**config.mk**
```make
export PLATFORM = sky130hd
export DESIGN_NAME = dm_cache
export DESIGN_NICKNAME = d
export VERILOG_FILES = /design/src/rtl/dm_cache.sv
export SDC_FILE = /design/constraint.sdc
export NUM_CORES = 2
export LEC_CHECK = 0
export CAP_MARGIN = 20
export CORE_ASPECT_RATIO = 1.2
export CORE_UTILIZATION = 63
export DETAILED_ROUTE_END_ITERATION = 7
export MAX_ROUTING_LAYER = met4
export PLACE_DENSITY_LB_ADDON = 0.2
export SYNTH_ARGS = -nofsm -noshare
export SYNTH_HDL_FRONTEND = slang
export SYNTH_SLANG_ARGS = --single-unit
```
**constraint.sdc**
```tcl
create_clock -name clk -period 7.8 [get_ports clk]
set_input_delay 0.78 -clock clk [delete_from_list [all_inputs] [get_ports clk]]
set_output_delay 0.78 -clock clk [all_outputs]
set_load 0.01 [all_outputs]
```
**src/rtl/dm_cache.sv**
```systemverilog
// dm_cache: direct-mapped, write-back, write-allocate cache between the core's
// 32-bit memory port and a 256-bit line-wide physical memory port.
//
// Ports:
//   clk, rst            single clock, asynchronous active-high reset
//   mem_read/mem_write  core request strobes, held until mem_resp
//   mem_byte_enable     byte lanes for a core write
//   mem_address         core byte address ([1:0] ignored)
//   mem_wdata           core write data
//   mem_resp            one-cycle completion to the core
//   mem_rdata           read data, valid with mem_resp
//   pmem_read           line fill request
//   pmem_write          line writeback request
//   pmem_address        line-aligned physical address
//   pmem_wdata          victim line being written back
//   pmem_rdata          fill line from memory, valid with pmem_resp
//   pmem_resp           one-cycle completion from memory
module dm_cache #(
  parameter int S_OFFSET = 5,
  parameter int S_INDEX  = 3
) (
  input  logic                       clk,
  input  logic                       rst,
  input  logic                       mem_read,
  input  logic                       mem_write,
  input  logic [3:0]                 mem_byte_enable,
  input  logic [31:0]                mem_address,
  input  logic [31:0]                mem_wdata,
  output logic                       mem_resp,
  output logic [31:0]                mem_rdata,
  output logic                       pmem_read,
  output logic                       pmem_write,
  output logic [31:0]                pmem_address,
  output logic [(8<<S_OFFSET)-1:0]   pmem_wdata,
  input  logic [(8<<S_OFFSET)-1:0]   pmem_rdata,
  input  logic                       pmem_resp
);

  localparam int LINE_W     = 8 << S_OFFSET;
  localparam int SETS       = 1 << S_INDEX;
  localparam int TAG_W      = 32 - S_OFFSET - S_INDEX;
  localparam int WORD_SEL_W = S_OFFSET - 2;

  typedef enum logic [1:0] {
    IDLE,
    WRITEBACK,
    FILL
  } state_t;

  state_t state, state_next;

  logic [SETS-1:0]   valid_arr;
  logic [SETS-1:0]   dirty_arr;
  logic [TAG_W-1:0]  tag_arr  [SETS];
  logic [LINE_W-1:0] data_arr [SETS];

  logic [TAG_W-1:0]      req_tag;
  logic [S_INDEX-1:0]    req_index;
  logic [WORD_SEL_W-1:0] req_word;
  logic                  req;
  logic                  hit;
  logic [31:0]           cur_word;
  logic [31:0]           merged_word;

  // The miss address is captured when the miss is detected so the writeback
  // and fill complete consistently even if the core misbehaves and drops or
  // changes its request mid-miss.
  logic [TAG_W-1:0]   miss_tag;
  logic [S_INDEX-1:0] miss_index;

  logic write_hit;
  logic fill_done;

  logic unused_addr_bits;
  assign unused_addr_bits = ^mem_address[1:0];

  assign req_tag   = mem_address[31 -: TAG_W];
  assign req_index = mem_address[S_OFFSET +: S_INDEX];
  assign req_word  = mem_address[2 +: WORD_SEL_W];
  assign req       = mem_read | mem_write;
  assign hit       = valid_arr[req_index] && (tag_arr[req_index] == req_tag);
  assign cur_word  = data_arr[req_index][32*req_word +: 32];

  // Byte-merge of the core write data into the currently stored word.
  always_comb begin
    merged_word = cur_word;
    for (int b = 0; b < 4; b++) begin
      if (mem_byte_enable[b]) begin
        merged_word[8*b +: 8] = mem_wdata[8*b +: 8];
      end
    end
  end

  // Next-state and output decode. All outputs idle at zero, so an async reset
  // forcing the state to IDLE drops every strobe immediately. A request with
  // both strobes high takes the write path because write_hit only looks at
  // mem_write.
  always_comb begin
    state_next   = state;
    mem_resp     = 1'b0;
    mem_rdata    = '0;
    pmem_read    = 1'b0;
    pmem_write   = 1'b0;
    pmem_address = '0;
    pmem_wdata   = '0;
    write_hit    = 1'b0;
    fill_done    = 1'b0;
    case (state)
      IDLE: begin
        if (req) begin
          if (hit) begin
            mem_resp  = 1'b1;
            mem_rdata = cur_word;
            write_hit = mem_write;
          end else if (valid_arr[req_index] && dirty_arr[req_index]) begin
            state_next = WRITEBACK;
          end else begin
            state_next = FILL;
          end
        end
      end
      WRITEBACK: begin
        pmem_write   = 1'b1;
        pmem_address = {tag_arr[miss_index], miss_index, {S_OFFSET{1'b0}}};
        pmem_wdata   = data_arr[miss_index];
        if (pmem_resp) begin
          state_next = FILL;
        end
      end
      FILL: begin
        pmem_read    = 1'b1;
        pmem_address = {miss_tag, miss_index, {S_OFFSET{1'b0}}};
        if (pmem_resp) begin
          fill_done  = 1'b1;
          state_next = IDLE;
        end
      end
      default: begin
        state_next = IDLE;
      end
    endcase
  end

  // State and per-set valid/dirty bits; these are the only reset state.
  always_ff @(posedge clk or posedge rst) begin
    if (rst) begin
      state     <= IDLE;
      valid_arr <= '0;
      dirty_arr <= '0;
    end else begin
      state <= state_next;
      if (fill_done) begin
        valid_arr[miss_index] <= 1'b1;
        dirty_arr[miss_index] <= 1'b0;
      end else if (write_hit) begin
        dirty_arr[req_index] <= 1'b1;
      end
    end
  end

  // Tag/data arrays and the captured miss address carry no reset: a cleared
  // valid bit already makes their contents irrelevant.
  always_ff @(posedge clk) begin
    if (state == IDLE && req && !hit) begin
      miss_tag   <= req_tag;
      miss_index <= req_index;
    end
    if (fill_done) begin
      tag_arr[miss_index]  <= miss_tag;
      data_arr[miss_index] <= pmem_rdata;
    end else if (write_hit) begin
      data_arr[req_index][32*req_word +: 32] <= merged_word;
    end
  end

endmodule

```
==> results.cfg <==
[synth]
ys_ff_latch = 2288
syn-cell-area_um2 = 109000
syn_inst = 5719
synth_cell_types = 56
yosysWarnings = 0
ys_seq_area_share_pct = 62.93
syn_area_per_cell_um2 = 19.06

[timing]
fmax_mhz = 155.3
whs_ps = 336.0
maxSlewHeadroom_pct = 11.46
finalClockSkew_ps = 34.59
rsz0062_at_grt = no
finalCritPeriodShare_pct = 82.54
min_period_ps = 6438
tightest_slew_ps = 1328
drv_slew = 0
hold_viol_final = 0
setup_violations = 0
setup_tns_ps = 0

[routing]
finalWirelength_mm = 365.0
postRouteAntennaNets = 0
drt_pass1_iterations = 6
drc_errors = 0
drt-vias-per-instance = 7.537
wire_per_inst_um = 41.15
dr.first_iter.drc_count = 10928
num_vias = 66852

[setup_path]
worst_setup_path_start_kind = primary input
crit_path_top_delay_cell = clkdlybuf4s50_1
worstPathMaxFanout = 48
path_cells = buf_8, mux4_2, mux2i_1, xor2_1, nand3_1, or4_4, nor4_2, nand3_2, buf_4, nor3_1, clkdlybuf4s50_1
max_stage_delay_ps = 670
setup.worst_path.class = primary input to output pin
cp_data_required_time_ps = 7020
worstPathArrival_ps = 5660
end_kind = output pin

[cells_and_area]
final_nets = 6719
nFillCells = 9597
stdcell_count = 8870
area_delta_synth_final_pct = 16.10
final_cell_area_um2 = 126500
drive_gt1_share_pct = 29.21

[clock_tree]
post_cts_buffers = 0
path_clk_slew_ps = 70
root_buffer = clkbuf_16
ctsHoldBuffers = 0
cts_made_buffers = 210
clock_sinks = 2288
cts_tree = yes
cts.htree.levels = 4
post_cts_resized = 0
cts_buffer_depth = 3
insertion_delay_ps = 890

[power]
p_leak_nw = 40.81
p_per_area_nw_per_um2 = 260.1
irDropWorstVdd_v = 0.0002628

[floorplan]
die_w_um = 381.7
row_count = 166
dieArea_um2 = 174700
start_util_pct = 63.69
io_pins = 652
core_um2 = 171100
die_h_um = 457.6

[global_route]
grt_pass1_wl_mm = 502.9
grtUsageTotal_pct = 43.34
grt-ovfl-total = 0
grt_max_degree = 134
grt_pass1_vias = 66215
antenna_found_initial = 36

[placement]
placedInstanceArea_um2 = 119600
hpwlAfterDp_mm = 241.3
post-place-cells = 8428
portBuffers = 644
place.gp.congestion = 0.9698

[outcome]
outcome = finished clean

[run]
cap_violations = 0

[hold_path]
min_path_type = primary input to flop
==> layer usage <==
| layer | track usage [%] | share of wire [%] |
|---|---|---|
| met4 | 28.44 | 8.2 |
| met3 | 14.52 | 16 |
| met2 | 62.54 | 46 |
| met5 | - | 0 |
| met1 | 52.54 | 31 |
==> final cells by class <==
class,instances,area [um^2],area share [%]
timing repair buffer,899,9051,7.152
tap,2268,2838,2.242
antenna,39,97.59,0.07712
clock inverter,135,1170,0.9245
clock buffer,258,5580,4.410
multi-input combinational,2973,39170,30.95
sequential,2288,68600,54.21
inverter,10,45.04,0.03559
==> cell usage after synthesis (all sizes together) <==
library cell | number | area [um^2]
ha | 8 | 100.1
o32a | 1 | 10.01
mux2i | 380 | 3882
conb | 1 | 3.750
a21o | 2 | 15.01
or3 | 6 | 37.54
o211ai | 1 | 7.510
nor2b | 311 | 1946
a22oi | 71 | 533.0
or2 | 45 | 291.5
o31ai | 1 | 7.510
clkbuf | 286 | 1077
a31oi | 5 | 31.28
xnor2 | 2 | 17.52
dfxtp | 3 | 60.06
buf | 166 | 788.3
nor4 | 4 | 46.29
o21ai | 323 | 1617
edfxtp | 2267 | 68080
nand4b | 1 | 8.760
xor2 | 10 | 87.58
nand3 | 11 | 55.05
nand4 | 2 | 12.51
a32oi | 27 | 236.5
a21oi | 30 | 150.1
or4 | 3 | 30.03
and2 | 8 | 50.05
nand3b | 2 | 15.01
mux2 | 44 | 495.5
and3 | 10 | 62.56
inv | 10 | 37.53
nand2b | 12 | 75.07
a211oi | 5 | 37.54
nor3 | 20 | 100.1
o2bb2ai | 1 | 8.760
o22ai | 24 | 150.1
or4b | 2 | 20.02
o21bai | 1 | 7.510
dfrtp | 18 | 450.4
mux4 | 1192 | 26850
nand2 | 330 | 1239
nor2 | 73 | 274.0
==> sequential cells by signal, indices dropped and copies added, names as in the netlist, named ones only <==
register    flops
miss_index      3
valid_arr       8
dirty_arr       8
state           2
data_arr     2048
tag_arr       192
miss_tag       24
==> report_power, final <==
| group | internal (mW) | total (mW) | leakage, nW | switching [mW] |
|---|---|---|---|---|
| sequential | 14.3 | 14.8 | 20.7 | 0.487 |
| combinational | 3.50 | 7.87 | 16.8 | 4.38 |
| clock | 5.67 | 10.2 | 3.30 | 4.58 |
==> kinds of logic after synthesis <==
family          count (synthesis)  synth area share, %
buf+inv                       462                1.746
flops                        2288                62.93
xor+xnor                       12              0.09643
other cells                     1             0.003440
compound gates                492                2.579
fa+ha+maj                       8              0.09184
mux                          1616                28.65
simple gates                  840                3.911
==> layout by cell type, fill, tap and decap left out, drive strengths merged, types with 3 or more instances in the layout <==
master,n
edfxtp,2267
mux4,1192
clkdlybuf4s50,638
mux2i,380
nand2,330
o21ai,323
nor2b,311
clkbuf,262
buf,257
clkinv,101
nor2,73
a22oi,71
or2,45
mux2,44
diode,39
a21oi,30
a32oi,27
o22ai,24
nor3,20
bufinv,18
dfrtp,18
inv,18
nand2b,12
nand3,11
and3,10
xor2,10
and2,8
clkinvlp,8
ha,8
or3,6
a211oi,5
a31oi,5
conb,5
nor4,4
dfxtp,3
or4,3
==> path summary, 6_finish.rpt <==
check | startpoint | end | slack (ps) | cells after the start
min reg2reg | valid_arr[2]$_DFFE_PP0P_ | valid_arr[2]$_DFFE_PP0P_ | 470 | 1
min | mem_address[6] | miss_index[1]$_DFFE_PP_ | 340 | 1
max reg2reg | tag_arr[6][12]$_DFFE_PP_ | data_arr[3][118]$_DFFE_PP_ | 2460 | 9
min in group asynchronous | rst | dirty_arr[1]$_DFFE_PP0P_ | 390 | 2
max in group asynchronous | rst | state[0]$_DFFE_PP0P_ | 6930 | 2
max | mem_address[5] | mem_rdata[14] | 1360 | 11
==> critical path: cells and delay by family <==
kind	cells	cell delay, ps
XOR/XNOR	1	310
buffers and inverters	3	1440
multiplexers	2	760
AND/OR/NAND/NOR	5	2270
==> through the flow <==
stage | utilization [%] | power [mW] | setup WS, ps
finish | 73.94 | 32.92 | 1362
global route | 73.93 | 33.53 | 1284
CTS | 73.81 | 32.75 | 1465
detailed placement | 69.87 | 22.72 | 1440
global placement | 69.83 | 22.58 | 1506
floorplan | - | 19.92 | 1561
(Power assumes the default switching activity.)
